[config.mk]
export PLATFORM = sky130hd
export DESIGN_NAME = call_stack_unit
export DESIGN_NICKNAME = d
export VERILOG_FILES = /design/src/rtl/call_stack_unit.sv
export SDC_FILE = /design/constraint.sdc
export NUM_CORES = 1
export LEC_CHECK = 0
export ABC_AREA = 1
export CAP_MARGIN = 20
export CORE_ASPECT_RATIO = 0.6
export CORE_MARGIN = 2
export CORE_UTILIZATION = 55
export CTS_CLUSTER_DIAMETER = 200
export DETAILED_ROUTE_END_ITERATION = 10
export GPL_ROUTABILITY_DRIVEN = 0
export PLACE_DENSITY = 0.75
export SETUP_SLACK_MARGIN = 0.5
export SYNTH_ARGS = -nofsm -noshare
export SYNTH_HDL_FRONTEND = slang
export SYNTH_SLANG_ARGS = --single-unit
[constraint.sdc]
create_clock -name clk -period 5.5 [get_ports clk]
set_input_delay 1.1 -clock clk [delete_from_list [all_inputs] [get_ports clk]]
set_output_delay 1.1 -clock clk [all_outputs]
set_load 0.02 [all_outputs]
[src/rtl/call_stack_unit.sv]
// call_stack_unit: parametrised call/return stack supplying the return PC.
// Full policy: WRAP_MODE=0 drops the push, WRAP_MODE=1 overwrites the oldest entry.
// Optional build macro CALL_STACK_PEEK_EN adds the peek_idx/peek_data/peek_valid read port.
module call_stack_unit #(
    parameter int unsigned DATA_W    = 12,
    parameter int unsigned DEPTH     = 8,
    parameter int unsigned WRAP_MODE = 0
) (
    input  logic                       clk,
    input  logic                       rst,
    input  logic                       push,
    input  logic                       pop,
    input  logic [DATA_W-1:0]          push_data,
    input  logic                       clr_flags,
`ifdef CALL_STACK_PEEK_EN
    input  logic [$clog2(DEPTH)-1:0]   peek_idx,
    output logic [DATA_W-1:0]          peek_data,
    output logic                       peek_valid,
`endif
    output logic [DATA_W-1:0]          top_data,
    output logic [$clog2(DEPTH+1)-1:0] count,
    output logic                       empty,
    output logic                       full,
    output logic                       overflow,
    output logic                       underflow
);

    localparam int unsigned PTR_W = $clog2(DEPTH);
    localparam int unsigned CNT_W = $clog2(DEPTH+1);
    localparam logic [PTR_W-1:0] PTR_LAST = PTR_W'(DEPTH - 1);
    localparam logic [CNT_W-1:0] CNT_FULL = CNT_W'(DEPTH);

    logic [DATA_W-1:0] mem_q [DEPTH];
    logic [PTR_W-1:0]  wr_ptr_q, wr_ptr_d;   // next free slot; top entry sits just below
    logic [CNT_W-1:0]  count_q, count_d;
    logic              overflow_q, overflow_d;
    logic              underflow_q, underflow_d;

    logic [PTR_W-1:0]  top_idx;
    logic [PTR_W-1:0]  ptr_inc;
    logic              we;
    logic [PTR_W-1:0]  waddr;
    logic              ovf_evt;
    logic              unf_evt;

    assign count    = count_q;
    assign empty    = (count_q == '0);
    assign full     = (count_q == CNT_FULL);
    assign overflow = overflow_q;
    assign underflow = underflow_q;

    // Pointer arithmetic modulo DEPTH (DEPTH need not be a power of two).
    always_comb begin
        top_idx = (wr_ptr_q == '0) ? PTR_LAST : wr_ptr_q - 1'b1;
        ptr_inc = (wr_ptr_q == PTR_LAST) ? '0 : wr_ptr_q + 1'b1;
    end

    // Combinational top-of-stack read; reads as zero when empty.
    always_comb begin
        top_data = '0;
        if (!empty) begin
            top_data = mem_q[top_idx];
        end
    end

    // Operation decode: storage write, pointer/count next state and flag events.
    always_comb begin
        wr_ptr_d = wr_ptr_q;
        count_d  = count_q;
        we       = 1'b0;
        waddr    = wr_ptr_q;
        ovf_evt  = 1'b0;
        unf_evt  = 1'b0;
        if (push && pop && !empty) begin
            // return-then-call: replace the top entry in place
            we    = 1'b1;
            waddr = top_idx;
        end else if (push) begin
            unf_evt = pop;
            if (!full) begin
                we       = 1'b1;
                wr_ptr_d = ptr_inc;
                count_d  = count_q + 1'b1;
            end else begin
                ovf_evt = 1'b1;
                if (WRAP_MODE != 0) begin
                    // when full, the next free slot is the oldest entry
                    we       = 1'b1;
                    wr_ptr_d = ptr_inc;
                end
            end
        end else if (pop) begin
            if (empty) begin
                unf_evt = 1'b1;
            end else begin
                wr_ptr_d = top_idx;
                count_d  = count_q - 1'b1;
            end
        end
        overflow_d  = (overflow_q  & ~clr_flags) | ovf_evt;
        underflow_d = (underflow_q & ~clr_flags) | unf_evt;
    end

    // Control state: pointer, occupancy and sticky flags; reset empties the stack.
    always_ff @(posedge clk or negedge rst) begin
        if (!rst) begin
            wr_ptr_q    <= '0;
            count_q     <= '0;
            overflow_q  <= 1'b0;
            underflow_q <= 1'b0;
        end else begin
            wr_ptr_q    <= wr_ptr_d;
            count_q     <= count_d;
            overflow_q  <= overflow_d;
            underflow_q <= underflow_d;
        end
    end

    // Entry storage; contents are don't-care after reset.
    always_ff @(posedge clk) begin
        if (we) begin
            mem_q[waddr] <= push_data;
        end
    end

`ifdef CALL_STACK_PEEK_EN
    logic [PTR_W-1:0] peek_pos;

    // Peek read: entry peek_idx below the top, zero when beyond occupancy.
    always_comb begin
        if ({1'b0, peek_idx} <= {1'b0, top_idx}) begin
            peek_pos = top_idx - peek_idx;
        end else begin
            peek_pos = PTR_W'({1'b0, top_idx} + (PTR_W+1)'(DEPTH) - {1'b0, peek_idx});
        end
        peek_valid = (CNT_W'(peek_idx) < count_q);
        peek_data  = '0;
        if (peek_valid) begin
            peek_data = mem_q[peek_pos];
        end
    end
`endif

endmodule
Word level (Yosys, flattened, before mapping)

Memory sizes are Yosys's and may differ from the RTL's.
Cells that the tools add are included.

Bitwise operators: 6
Reduce and logical (&&, ||, !) cells: 7
Equality and inequality tests: 4
Muxes and demuxes: 24
Add/subtract/negate cells: 4

Operator list:

| kind                                                               | number |
|---|---|
| 3-bit two-way mux                                                  | 7 |
| 4-bit two-way mux                                                  | 4 |
| 1-bit two-way mux                                                  | 12 |
| 12-bit two-way mux                                                 | 1 |
| 4-bit by 1-bit adder with 4-bit output, second input constant      | 1 |
| 4-bit equality test, second input constant                         | 1 |
| 4-bit logical NOT                                                  | 1 |
| 2-bit != test, second input constant                               | 2 |
| 4-bit AND reduction                                                | 1 |
| 4-bit by 1-bit subtractor with 4-bit output, second input constant | 1 |
| 3-bit by 1-bit adder with 3-bit output, second input constant      | 1 |
| 3-bit equality test, second input constant                         | 1 |
| 3-bit logical NOT                                                  | 1 |
| 3-bit by 1-bit subtractor with 3-bit output, second input constant | 1 |
| 1-bit bitwise AND                                                  | 2 |
| 1-bit logical AND                                                  | 2 |
| 1-bit NOT                                                          | 2 |
| 1-bit OR                                                           | 2 |
| 2-bit nonzero test                                                 | 1 |
| 1-bit logical NOT                                                  | 1 |

Memory bits (writable): 96
Logic and storage cells: 50
Output and inout port bits: 20
Register bits: 9
Memories: 1

Memories:

| memory | words | width | rd ports | clocked after memory_dff | write ports | RTL line | text |
|---|---|---|---|---|---|---|---|
| mem_q  | 8     | 12    | 1        | 0                        | 1           | 33       | `logic [DATA_W-1:0] mem_q [DEPTH];` |

Longest topological paths before layout

Depth in word-level cells: 6
Depth in mapped cells: 12
Gate-level depth less buffers: 10

Worst setup path after synthesis

Ideal clock, no wire load.

Kind: register to output
Start: reg wr_ptr_q[0]
End: out top_data[1]
Data arrival time: 1900 ps
Stages on the path, launching flop included: 12
Required time: 4400 ps
Buffers on the path: 3
Slack: 2500 ps
Cells stage by stage: dfrtp_1 > buf_2 > inv_1 > buf_2 > ha_1 > nand2_4 > nand2_4 > buf_2 > nand2_1 > nand3_2 > a21oi_1 > nor2_1

Word-level cells in the longest chain between the ends: 4
Elaborated cells between the ends (all ways): 5

RTL lines:

| element                                                                          | RTL line | text |
|---|---|---|
| start, declared                                                                  | 34       | `logic [PTR_W-1:0] wr_ptr_q, wr_ptr_d;` |
| start signal, assigned                                                           | 112      | `wr_ptr_q <= wr_ptr_d;` |
| 3-bit by 1-bit subtractor with 3-bit output or 3-bit logical NOT (tied branches) | 54       | `top_idx = (wr_ptr_q == '0) ? PTR_LAST : wr_ptr_q - 1'b1;` |
| 3-bit two-way mux (*)                                                            | 54       |  |
| memory read 8 x 12 bit (*)                                                       | n/a      |  |
| 12-bit two-way mux (*)                                                           | 61       | `if (!empty) begin` |
| end, declared                                                                    | 20       | `output logic [DATA_W-1:0] top_data,` |

Every way passes the cells marked *; elsewhere a longest branch is shown, timed or not.

Worst setup path after layout

Start: reg wr_ptr_q[0]
End: out top_data[5]

The elaborated chain is that of the path after synthesis.

==> impl_metrics.yaml <==
synthesis:
  synth.avg_cell_area_um2: 10.2
  synth_cell_types: 24
  ys_seq_elements: 105
  yosysWarnings: 0
  netlist_instances: 480
  synth_area_um2: 4880
  ys_seq_area_frac: 0.636
  syn_nets: 504
power:
  ir_drop_mv: 0.409
  power_density_nw_per_um2: 668
  leakage_nw: 2.37
cells_and_area:
  drive_above_1_share: 0.0790
  nets: 538
  antenna_cells: 0
  num-fill-cells: 679
  syn_to_final_growth_pct: 15.4
job:
  maxCapViolations: 0
place:
  pre_cts_slack_ps: 1420
  dpl.hpwl_mm: 6.87
  io_buffers: 36
clock_tree:
  clock-sinks: 105
  cts_setup_buffers: 0
  clock-root-buffer: "clkbuf_16"
  clk_path_buf_depth: 2
  clkTransAtPathRegs_ps: 70
  cts-buffers-inserted: 9
  htree_levels: 3
  cts_tree: "done"
  clock_latency_ps: 350
  hold_buffers: 0
  ctsResizeCount: 0
floorplanning:
  dieArea_um2: 9670
  pin_count: 37
  die_w_um: 126
  initial_core_util: 0.571
  row_count: 26
  die_h_um: 77.0
  design.core.area_um2: 8560
timing:
  tightest_slew_ps: 939
  hold_viol: 0
  finalSetupTns_ps: 0
  setup_ws_ps: 1010
  maxSlewHeadroom: 0.374
  max_freq_mhz: 223
  setup_viol: 0
  rsz0062_at_grt: "no"
  fin_crit_sh: 0.817
  skew_ps: 8.86
  slew_violations: 0
  fin_crit_ps: 4490
route:
  wire_per_inst_um: 17.6
  ant_nets: 0
  finalWirelength_mm: 11.1
  first_pass_iters: 5
  drc: 0
  drtIter0Drc: 366
  vias_per_cell: 5.49
  num_vias: 3462
worst_setup_path:
  critical_path_arrival_ps: 3390
  cp-end-kind: "primary output"
  start_kind: "register"
  critPathCapture: "top_data[5]"
  path_max_fanout: 40
  path_class: "register to primary output"
  cp-startpoint: "wr_ptr_q[0]$_DFFE_PN0P_"
  crit_required_ps: 4400
  rr_endpoint: "mem_q[1][8]$_DFFE_PP_"
  reg2reg_slack_ps: 1930
  reg2regPathDepth: 10
  r2r_start: "wr_ptr_q[0]$_DFFE_PN0P_"
global_route:
  track_usage: 0.237
  grt_pass1_vias: 3277
  gr-total-overflow: 0
  antenna_found_initial: 0
  grt_max_degree: 51
  grt_first_pass_wirelength_mm: 17.3
status:
  outcome: "finished, final reports clean"
min_path:
  hold_class: "register to register"
area by class of cell:
| class | instances | area (um2) | area share |
|---|---|---|---|
| inverter | 53 | 199 | 0.0353 |
| clock inverter | 5 | 80.1 | 0.0142 |
| tap | 112 | 140 | 0.0249 |
| timing repair buffer | 46 | 447 | 0.0793 |
| sequential | 105 | 3110 | 0.552 |
| clock buffer | 11 | 233 | 0.0413 |
| multi-input combinational | 299 | 1430 | 0.254 |
how the worst min path moves through the flow:
stage,startpoint,to,slack (ps),cells past startpoint
2_1_floorplan,wr_ptr_q[1]$_DFFE_PN0P_,wr_ptr_q[1]$_DFFE_PN0P_,510,2
3_3_place_gp,overflow$_DFF_PN0_,overflow$_DFF_PN0_,500,2
3_5_place_dp,overflow$_DFF_PN0_,overflow$_DFF_PN0_,530,2
4_1_cts,overflow$_DFF_PN0_,overflow$_DFF_PN0_,540,2
5_1_grt,overflow$_DFF_PN0_,overflow$_DFF_PN0_,580,2
6_report,overflow$_DFF_PN0_,overflow$_DFF_PN0_,540,2
Yosys cell counts, drive strengths merged:
cell,instances,share of area
xnor2,3,0.0054
dfrtp,9,0.046
xor2,1,0.0018
edfxtp,96,0.59
a21oi,12,0.012
nand3,73,0.086
nand2,134,0.11
o21ai,11,0.012
buf,21,0.029
ha,6,0.015
nor2,54,0.042
fa,1,0.0041
mux2i,1,0.0020
inv,53,0.041
o32ai,1,0.0018
nand4,2,0.0026
clkbuf,2,0.0015
layout by cell type (no fill, tap or decap):
cell type / instances
inv_2: 3
dfrtp_1: 9
ha_1: 6
nand2_1: 131
clkinv_4: 1
edfxtp_1: 96
o32ai_1: 1
nor2_1: 54
bufinv_16: 2
o21ai_0: 6
clkinv_1: 1
clkbuf_16: 9
nand2_4: 3
clkdlybuf4s50_1: 36
xnor2_1: 3
inv_1: 50
nand4_1: 2
clkinvlp_4: 1
o21ai_1: 4
buf_6: 3
clkbuf_1: 2
fa_1: 1
a21oi_1: 12
xor2_1: 1
mux2i_1: 1
nand3_1: 62
nand3_2: 11
o21ai_2: 1
buf_4: 7
registers in the layout (all words and copies together) (netlist names):
name	cells
overflow	1
mem_q	96
wr_ptr_q	3
count	4
underflow	1
cells by family (layout without fill, tap and decap cells):
group | count (synthesis) | after routing | share of synthesized area
xor gates and xnor gates | 4 | 4 | 0.00718
and+or+nand+nor | 263 | 263 | 0.238
buffers and inverters | 76 | 115 | 0.0710
adders and majority gates | 7 | 7 | 0.0195
DFF | 105 | 105 | 0.636
muxes | 1 | 1 | 0.00205
AOI/OAI and AO/OA | 24 | 24 | 0.0261
per-stage QoR:
step                hold slack [ps]  instance area [um2]  power, W   util  std cells
global route                    576                 5640   0.00401  0.659        631
detailed placement              528                 5300   0.00306  0.619        613
floorplan                       505                 4880   0.00247      -        480
global placement                503                 5290   0.00303  0.618        612
finish                          542                 5640   0.00376  0.659        631
CTS                             537                 5610   0.00375  0.656        629
per-layer routing:
metal	up-vias	track usage	share of wire
met3	12	0.0468	0.074
met5	-	0	0
met1	1655	0.348	0.46
li1	1653	-	-
met2	142	0.365	0.46
met4	0	0.0656	0.0088
report_power, final:
group	switching (W)	internal [W]
clock	0.000278	0.000399
sequential	0.0000608	0.00104
combinational	0.00128	0.000708
total	0.00162	0.00214
critical path, stage by stage, from the launching register on:
cell and delay (ps):
dfrtp_1 350, inv_1 220, ha_1 340, nand2_4 360, nand2_4 420, inv_2 360
nand2_1 100, nand3_1 100, nand2_1 60, nor2_1 120, clkdlybuf4s50_1 620
No activity file was read; power rests on OpenSTA's default activity.
